File: src/rtl/mcac_pkg.sv
// -----------------------------------------------------------------------------
// mcac_pkg -- shared constants and types for the subtractor pipeline.
//   SL_W / SE_W / D_W : widths of the linear input, the signal estimate and the
//                       difference signal.
//   DMAX              : largest |D| the input ranges can produce; with it D can
//                       never be 16'h8000, so the sign-magnitude form always fits.
//   fifo_state_t      : occupancy of the 2-entry output FIFO.
//   to_sm()           : two's complement -> sign-magnitude conversion.
// -----------------------------------------------------------------------------
package mcac_pkg;

  localparam int SL_W  = 14;
  localparam int SE_W  = 15;
  localparam int D_W   = 16;
  localparam int DMAX  = 24575;
  // Magnitude field width that covers every legal |D|.
  localparam int MAG_W = $clog2(DMAX + 1);

  typedef enum logic [1:0] {
    EMPTY = 2'd0,
    ONE   = 2'd1,
    FULL  = 2'd2
  } fifo_state_t;

  // Sign bit followed by the magnitude. The bounded input range guarantees
  // the magnitude of a negative value fits in MAG_W bits.
  function automatic logic [D_W-1:0] to_sm(input logic [D_W-1:0] d);
    logic [D_W-1:0] mag;
    mag = d[D_W-1] ? (-d) : d;
    return {d[D_W-1], mag[MAG_W-1:0]};
  endfunction

endpackage

File: src/rtl/subta_fifo2.sv
// -----------------------------------------------------------------------------
// subta_fifo2 -- 2-entry in-order FIFO with a valid/ready interface on both
// sides and an explicit EMPTY/ONE/FULL state machine.
//   clk, reset (async, active low)
//   in_valid / in_ready / din     : push side; in_ready is a register output
//   out_valid / out_ready / dout  : pop side; dout always shows the head entry
// Parameter WIDTH sets the data width.
// -----------------------------------------------------------------------------
module subta_fifo2
  import mcac_pkg::*;
#(
  parameter int WIDTH = 16
) (
  input  logic             clk,
  input  logic             reset,
  input  logic             in_valid,
  output logic             in_ready,
  input  logic [WIDTH-1:0] din,
  output logic             out_valid,
  input  logic             out_ready,
  output logic [WIDTH-1:0] dout
);

  fifo_state_t      state_reg, state_next;
  logic             in_ready_reg;
  logic [WIDTH-1:0] head_reg, tail_reg;
  logic             push, pop;

  assign push = in_valid & in_ready_reg;
  assign pop  = out_valid & out_ready;   // a pop while EMPTY is ignored

  // State register
  always_ff @(posedge clk or negedge reset) begin
    if (!reset) begin
      state_reg <= EMPTY;
    end else begin
      state_reg <= state_next;
    end
  end

  // Next-state logic
  always_comb begin
    state_next = state_reg;
    case (state_reg)
      EMPTY: if (push) state_next = ONE;
      ONE: begin
        if (push && !pop)      state_next = FULL;
        else if (!push && pop) state_next = EMPTY;
      end
      FULL:    if (pop) state_next = ONE;
      default: state_next = EMPTY;
    endcase
  end

  // Outputs
  always_comb begin
    out_valid = (state_reg != EMPTY);
    in_ready  = in_ready_reg;
    dout      = head_reg;
  end

  // in_ready is looked ahead from the next state so it is a plain flop with
  // no combinational path from out_ready.
  always_ff @(posedge clk or negedge reset) begin
    if (!reset) begin
      in_ready_reg <= 1'b1;
    end else begin
      in_ready_reg <= (state_next != FULL);
    end
  end

  // Storage: head is the entry on dout, tail is only used while FULL.
  always_ff @(posedge clk or negedge reset) begin
    if (!reset) begin
      head_reg <= '0;
      tail_reg <= '0;
    end else begin
      case (state_reg)
        EMPTY: if (push) head_reg <= din;
        ONE: begin
          // push+pop replaces the head; push alone queues behind it
          if (push && pop) head_reg <= din;
          else if (push)   tail_reg <= din;
        end
        FULL:    if (pop) head_reg <= tail_reg;
        default: ;
      endcase
    end
  end

endmodule

File: src/rtl/subta_pipe.sv
// -----------------------------------------------------------------------------
// subta_pipe -- computes D = SL - SE (both sign-extended to 16 bits) at input
// acceptance and delivers the results through a 2-entry output FIFO.
//   clk, reset (async, active low)
//   scan_in0, scan_en, scan_out0 : DFT placeholders, scan_out0 tied low
//   in_valid / in_ready / SL / SE : input pair handshake
//   out_valid / out_ready / D     : difference output handshake
//   DSM                           : D in sign-magnitude form, only when the
//                                   macro SUBTA_PIPE_SM_EN is defined
// -----------------------------------------------------------------------------
module subta_pipe
  import mcac_pkg::*;
(
  input  logic            clk,
  input  logic            reset,
  input  logic            scan_in0,
  input  logic            scan_en,
  output logic            scan_out0,
  input  logic            in_valid,
  output logic            in_ready,
  input  logic [SL_W-1:0] SL,
  input  logic [SE_W-1:0] SE,
  output logic            out_valid,
  input  logic            out_ready,
  output logic [D_W-1:0]  D
`ifdef SUBTA_PIPE_SM_EN
  ,
  output logic [D_W-1:0]  DSM
`endif
);

  logic [D_W-1:0] sli, sei, d_calc;
  logic           unused_scan;

  assign scan_out0   = 1'b0;
  assign unused_scan = scan_in0 ^ scan_en;

  assign sli    = {{(D_W-SL_W){SL[SL_W-1]}}, SL};
  assign sei    = {{(D_W-SE_W){SE[SE_W-1]}}, SE};
  assign d_calc = sli - sei;   // wraps mod 2^16, no saturation

`ifdef SUBTA_PIPE_SM_EN
  // Both forms travel together through one FIFO so they stay paired.
  logic [2*D_W-1:0] fifo_din, fifo_dout;

  assign fifo_din = {d_calc, to_sm(d_calc)};
  assign D        = fifo_dout[2*D_W-1:D_W];
  assign DSM      = fifo_dout[D_W-1:0];

  subta_fifo2 #(.WIDTH(2*D_W)) u_fifo (
    .clk       (clk),
    .reset     (reset),
    .in_valid  (in_valid),
    .in_ready  (in_ready),
    .din       (fifo_din),
    .out_valid (out_valid),
    .out_ready (out_ready),
    .dout      (fifo_dout)
  );
`else
  subta_fifo2 #(.WIDTH(D_W)) u_fifo (
    .clk       (clk),
    .reset     (reset),
    .in_valid  (in_valid),
    .in_ready  (in_ready),
    .din       (d_calc),
    .out_valid (out_valid),
    .out_ready (out_ready),
    .dout      (D)
  );
`endif

endmodule

File: config.mk
export PLATFORM = sky130hd
export DESIGN_NAME = subta_pipe
export DESIGN_NICKNAME = d
export VERILOG_FILES = /design/src/rtl/mcac_pkg.sv /design/src/rtl/subta_fifo2.sv /design/src/rtl/subta_pipe.sv
export SDC_FILE = /design/constraint.sdc
export NUM_CORES = 1
export LEC_CHECK = 0
export BUFFER_PORTS_ARGS = -buffer_cell sky130_fd_sc_hd__buf_4
export CAP_MARGIN = 20
export CELL_PAD_IN_SITES_DETAIL_PLACEMENT = 1
export CELL_PAD_IN_SITES_GLOBAL_PLACEMENT = 1
export CORE_MARGIN = 2
export CORE_UTILIZATION = 46
export DETAILED_ROUTE_END_ITERATION = 8
export HOLD_SLACK_MARGIN = 0.06
export PLACE_DENSITY = 0.83
export SLEW_MARGIN = 25
export SYNTH_ARGS = -nofsm -noshare
export SYNTH_HDL_FRONTEND = slang
export SYNTH_HIERARCHICAL = 1
export SYNTH_SLANG_ARGS = --single-unit
File: constraint.sdc
create_clock -name clk -period 3.9 [get_ports clk]
set_clock_uncertainty 0.15 [all_clocks]
set_input_delay 0.78 -clock clk [delete_from_list [all_inputs] [get_ports clk]]
set_output_delay 0.78 -clock clk [all_outputs]
set_load 0.03 [all_outputs]
## After elaboration in Yosys (flattened, before gate mapping)

Index checks and enable logic that the tools add are counted.

- Reduce and logical (&&, ||, !) cells: 10
- Add/subtract/negate cells: 1
- Equality and inequality tests: 6
- Muxes and demuxes: 9
- Bitwise gates (word level): 3

Operator list:

| kind | number |
|---|---|
| $mux W16 | 3 |
| $pmux W16 S3 | 1 |
| $sub A14 B15 Y16 | 1 |
| $mux W2 | 4 |
| $ne A2 B1 Y1 const B | 3 |
| $pmux W2 S3 | 1 |
| $reduce_and A4 Y1 | 1 |
| $logic_and A1 B1 Y1 | 3 |
| $reduce_and A3 Y1 | 1 |
| $reduce_bool A3 Y1 | 1 |
| $and A1 B1 Y1 | 2 |
| $eq A2 B1 Y1 const B | 1 |
| $eq A2 B2 Y1 const B | 1 |
| $logic_not A1 Y1 | 2 |
| $logic_not A2 Y1 | 1 |
| $ne A2 B2 Y1 const B | 1 |
| $reduce_bool A2 Y1 | 1 |
| $not A1 Y1 | 1 |

- Output and inout bits: 19
- Input bits: 35
- Register bits: 35
- Logic and storage cells: 33

## Depth between registers and ports, before layout

- Word-level depth: 7
- Gate-level depth with buffers: 10
- Gate-level depth less buffers: 10

## By module

Netlist, hierarchy kept.

Modules (own cells, without submodules):

| module | area each (um^2) | cells an instance | sequential area each (um^2) | times used |
|---|---|---|---|---|
| subta_fifo2 | 1,645.3 | 100 | 877.1 | 1 |
| subta_pipe | 928.4 | 140 | 0.0 | 1 |

## Worst setup path before layout

OpenSTA, ideal clock, no wires.

- Path type: input port to flip-flop
- From: input SL[0]
- To: register u_fifo.head_reg[12], in the netlist u_fifo/dout[12]
- Stages on the path: 10
- Buffers on the path: 0
- Data required time: 3.625 ns
- Library setup time: 0.125 ns
- Arrival: 2.771 ns
- Path slack: 0.855 ns
- Cell sequence: inv_1 -> ha_1 -> fa_1 -> nor2b_1 -> o31a_1 -> o21a_1 -> mux2i_1 -> o2111ai_1 -> mux2_2 -> mux2_2

- Cells in the longest elaborated chain, start to end: 3
- Elaborated cells between the ends (all ways): 4
- Those cells by class: add/sub (1); mux (3)

RTL lines:

| what | line | text |
|---|---|---|
| start, declared | subta_pipe.sv:21 | `input logic [SL_W-1:0] SL,` |
| $sub A14 B15 Y16 (*) | subta_pipe.sv:40 | `assign d_calc = sli - sei;` |
| net d_calc[12] | subta_pipe.sv:32 | `logic [D_W-1:0] sli, sei, d_calc;` |
| $mux W16 (on tied branches) | subta_fifo2.sv:82, subta_fifo2.sv:79 |  |
| $pmux W16 S3 (*) | subta_fifo2.sv:78 | `case (state_reg)` |
| end signal, assigned | subta_fifo2.sv:79 | `EMPTY: if (push) head_reg <= din;` |
| end signal, assigned | subta_fifo2.sv:82 | `if (push && pop) head_reg <= din;` |
| end signal, assigned | subta_fifo2.sv:85 | `FULL: if (pop) head_reg <= tail_reg;` |
| end, declared | subta_fifo2.sv:26 | `logic [WIDTH-1:0] head_reg, tail_reg;` |

The timed path passes the listed nets; every way through them passes the cells marked *. The select of a mux whose other input is x is not followed.
A chain may end at the register's enable or synchronous reset.

## Worst setup path after layout

Ends and elaborated chain as after synthesis.

==> results <==
- The tool flagged a number of max-cap violations equal to 0.
- After clock tree synthesis, the repair step resized 0 gates.
- Setup violations remaining at the end of the flow were counted as 0.
- The synthesized instance count is between 200 and 250.
- After synthesis, flip-flops and latches occupy between 30% and 40% of the total area.
- The number of distinct library cells after synthesis is a little under 50.
- Subtracting the final worst setup slack from the clock period gives ~3.1 ns.
- Synthesis produced a netlist with a net count of roughly 290.
- The most common flop cell mapped by yosys is sky130_fd_sc_hd__dfrtp_1.
- Detailed placement ended at an HPWL of approximately 4.5 mm.
- Leaving out fill and tap cells, the most frequent cell in the layout is sky130_fd_sc_hd__buf_4.
- Summed over all cells, the static leakage comes to between 1 and 1.5 nW.
- The most numerous cell type found on the critical path is sky130_fd_sc_hd__mux2_2.
- In the final layout, the share of cells above drive strength 1 is 38.5%.
- The proportion of register bits with asynchronous set or reset after synthesis is 100%.
- The CTS tree is built.
- The die is roughly 79 um tall.
- In this run the worst hold path is classified as in -> async.
- For this design the ratio of total power to cell area is around 620 nW/um^2.
- The clock root buffer is sky130_fd_sc_hd__clkbuf_8.
- The maximum number of pins on one net before global-route repair is 36.
- The startpoint type of the worst setup path is a primary input.
- Routability-driven placement finished with a final weighted congestion of approximately 0.79.
- The area enclosed by the die boundary is ~6200 um^2.
- STA puts the critical path data arrival time at approximately 3.1 ns.
- The global-route total usage across every layer is about a fifth.
- The worst relative slew slack is about 49%.
- The floorplan step defined a core boundary enclosing roughly 5400 um^2.
- For this block, the initial DRC count from the detailed router was 85.
- The count of final hold-check violations came to 0.
- Of all nets on the critical path, the largest fanout is 4.
- The number of synthesized register bits is 35.
- The clock drives 35 sinks.
- The area growth from synthesis to layout is 19.0%.
- The area of the multi-input gates is 1520 um^2.
- The maximum vdd drop is roughly 0.51 mV.
- STA puts the critical path data required time at roughly 4 ns.
- Buffers added to address setup during post-CTS repair amount to 0.
- Traced cell by cell, the critical path runs through buf_4 > inv_1 > ha_1 > fa_1 > nor2b_1 > o31a_1 > o21a_1 > mux2i_1 > o2111ai_1 > mux2_2 > mux2_2.
- The number of antenna violations at the first check in global routing is 0.
- The cell class contributing the biggest share of worst-path delay is multiplexers.
- The count of buffers added on input and output ports is 50.
- The number of global-route vias before repair was 2097.
- The H-tree depth reported by CTS is 2.
- The worst path uses around 80% of the clock period.
- Dividing the detail-routed via count by the number of cells gives 5.58.
- The final critical-path setup slack is between 0.7 and 0.8 ns.
- The wire length after detailed routing is a little under 6 mm.
- The path type of the worst setup path is in -> reg.
- The number of enable flip-flop cells after synthesis is 0.
- The largest single stage delay on the critical path is around 0.42 ns.
- Pin placement for this block handled 54 I/O pins.
- The kind of end point of the critical path is a flip-flop.
- The area taken by flip-flops and latches is between 800 and 900 um^2.
- Static timing analysis puts the maximum clock frequency at about 0.32 GHz.
- In this run the core area contains 27 standard-cell rows.
- The wire length per cell after detailed routing is 16.2 um.
- The slew at the pin with the worst max-slew slack is about 0.76 ns.
- The completed layout was analyzed and its total power is around 1.9 mW.
- Prior to clock tree synthesis, the placed netlist has a worst setup slack of roughly 0.47 ns.
- The number of antenna diodes in the final layout is 0.
- On the critical path, the stage with the largest delay is an instance of sky130_fd_sc_hd__fa_1.
- The run finished with clean final reports.
- The first TritonRoute pass finished after 4 iterations.
- The total of hold buffers inserted after clock tree synthesis is 0.
- Setup repair after global routing left no endpoint under its margin.
- The chip width is 78.8 um.
- For this run the aggregate overflow at the end of global routing stands at 0.
- The critical path contains buffers and inverters numbering 2 combined.
- The first-pass GRT wire length is 9.85 mm.
- The number of max-slew violations in the final report is 0.
- Once the floorplan was initialized, standard cells occupied 47.3% of the core.
- The routed layout has about 2000 vias.
- Adding up every negative setup slack in the final design gives 0 ns.
- The number of filler cells placed in the layout is roughly 600.
- The count of nets left with antenna violations once routing finished came out at 0.
- The cell area that synthesis handed to floorplanning was between 2000 and 3000 um^2.
- The post-detailed-route DRC marker count is 0.
- The maximum number of buffers from clock root to sink is 2.
- In the layout the commonest cells are sky130_fd_sc_hd__buf_4, sky130_fd_sc_hd__dfrtp_1, sky130_fd_sc_hd__mux2_2, sky130_fd_sc_hd__inv_1, sky130_fd_sc_hd__mux2_4.
- In the final design database the tool counted 341 nets.
- The clock edge transition at the registers on the reported setup and hold paths is 0.07 ns.
- TritonCTS created 5 clock buffers.
- The synthesized area per cell is roughly 11 um^2.
- The insertion delay of the later-clocked pin in the worst-skew pair is approximately 0.29 ns.
- The Yosys step of the flow raised 6 warnings.
[through the flow]
stage / hold slack [ns] / instance area, um^2 / util, % / cells
after floorplan: 0.327 / 2570 / - / 240
after global placement: 0.336 / 2980 / 54.8 / 355
after detailed placement: 0.343 / 2980 / 54.8 / 355
after CTS: 0.295 / 3060 / 56.3 / 363
after global routing: 0.307 / 3060 / 56.3 / 363
final: 0.280 / 3060 / 56.3 / 363
[cell type report]
cell class / instances / share of cell area, %
Multi-Input combinational cell: 169 / 49.7
Sequential cell: 35 / 28.6
Timing Repair Buffer: 52 / 12.8
Inverter: 27 / 3.31
Tap cell: 72 / 2.94
Clock buffer: 8 / 2.62
[where the power goes]
group	leakage, nW	switching (mW)	internal, mW
Sequential	0.413	0.109	0.547
Combinational	1.02	0.484	0.496
Clock	0.0395	0.128	0.127
Total	1.47	0.721	1.17
[worst register-to-register path, cell delays in order, from the launching register on]
cell	delay, ns
sky130_fd_sc_hd__dfrtp_1	0.44
sky130_fd_sc_hd__or2_1	0.29
sky130_fd_sc_hd__o221ai_4	0.63
sky130_fd_sc_hd__mux2_2	0.42
[layer usage]
layer / part of all wire [%] / global-route usage (%) / vias up / routed length [um]
li1: - / - / 961 / -
met1: 43 / 26.3 / 1010 / 2550
met2: 51 / 35.2 / 47 / 3010
met3: 4.9 / 5.45 / 6 / 289
met4: 0.37 / 2.63 / 0 / 22
met5: 0 / 0 / - / 0
[cell usage after synthesis, types with 2 or more instances]
master,n,share of area (%)
sky130_fd_sc_hd__nand3b_1,2,0.58
sky130_fd_sc_hd__nand2_1,12,1.7
sky130_fd_sc_hd__nand2b_1,2,0.49
sky130_fd_sc_hd__a21oi_1,7,1.4
sky130_fd_sc_hd__o21a_1,6,1.7
sky130_fd_sc_hd__xor2_1,4,1.4
sky130_fd_sc_hd__nand4b_1,4,1.4
sky130_fd_sc_hd__nor2_1,11,1.6
sky130_fd_sc_hd__mux2_2,31,14
sky130_fd_sc_hd__o221ai_1,2,0.68
sky130_fd_sc_hd__dfrtp_1,34,33
sky130_fd_sc_hd__nand4_1,3,0.73
sky130_fd_sc_hd__o21ai_0,5,0.97
sky130_fd_sc_hd__a31oi_1,2,0.49
sky130_fd_sc_hd__inv_1,27,3.9
sky130_fd_sc_hd__o2111ai_1,3,1.0
sky130_fd_sc_hd__nand3_1,6,1.2
sky130_fd_sc_hd__o31a_1,2,0.68
sky130_fd_sc_hd__ha_1,15,7.3
sky130_fd_sc_hd__a211oi_1,3,0.87
sky130_fd_sc_hd__xnor2_1,2,0.68
sky130_fd_sc_hd__nor2b_1,2,0.49
sky130_fd_sc_hd__mux2_4,18,11
sky130_fd_sc_hd__nor3_1,2,0.39
sky130_fd_sc_hd__buf_6,3,1.3
sky130_fd_sc_hd__mux2i_1,4,1.6
sky130_fd_sc_hd__nor4_1,2,0.49
sky130_fd_sc_hd__or4b_1,2,0.78
sky130_fd_sc_hd__o211ai_1,2,0.58
sky130_fd_sc_hd__clkbuf_1,3,0.44
[final timing paths]
check,depth (start not counted),start,to,slack (ns)
min in group clk,1,u_fifo/tail_reg[6],u_fifo/tail_reg[6],0.36
worst max register to register,3,u_fifo/state_reg[1],u_fifo/dout[10],1.86
worst max-delay path,11,SL[0],u_fifo/dout[12],0.79
worst min register to register,1,u_fifo/tail_reg[6],u_fifo/tail_reg[6],0.36
max in group asynchronous,1,reset,u_fifo/in_ready,2.97
worst min-delay path,1,reset,u_fifo/dout[15],0.28
[cell families (layout without fill, tap and decap cells)]
kind of cell    count (synthesis)  count (layout)  synth area share, %
mux                            53              53                 25.6
other cells                     1               1                0.146
flops                          35              35                 34.1
fa+ha+maj                      16              16                 8.07
buf+inv                        36              87                 6.76
compound gates                 39              39                 11.5
simple gates                   54              54                 11.8
xor+xnor                        6               6                 2.04
(Power assumes the default switching activity.)
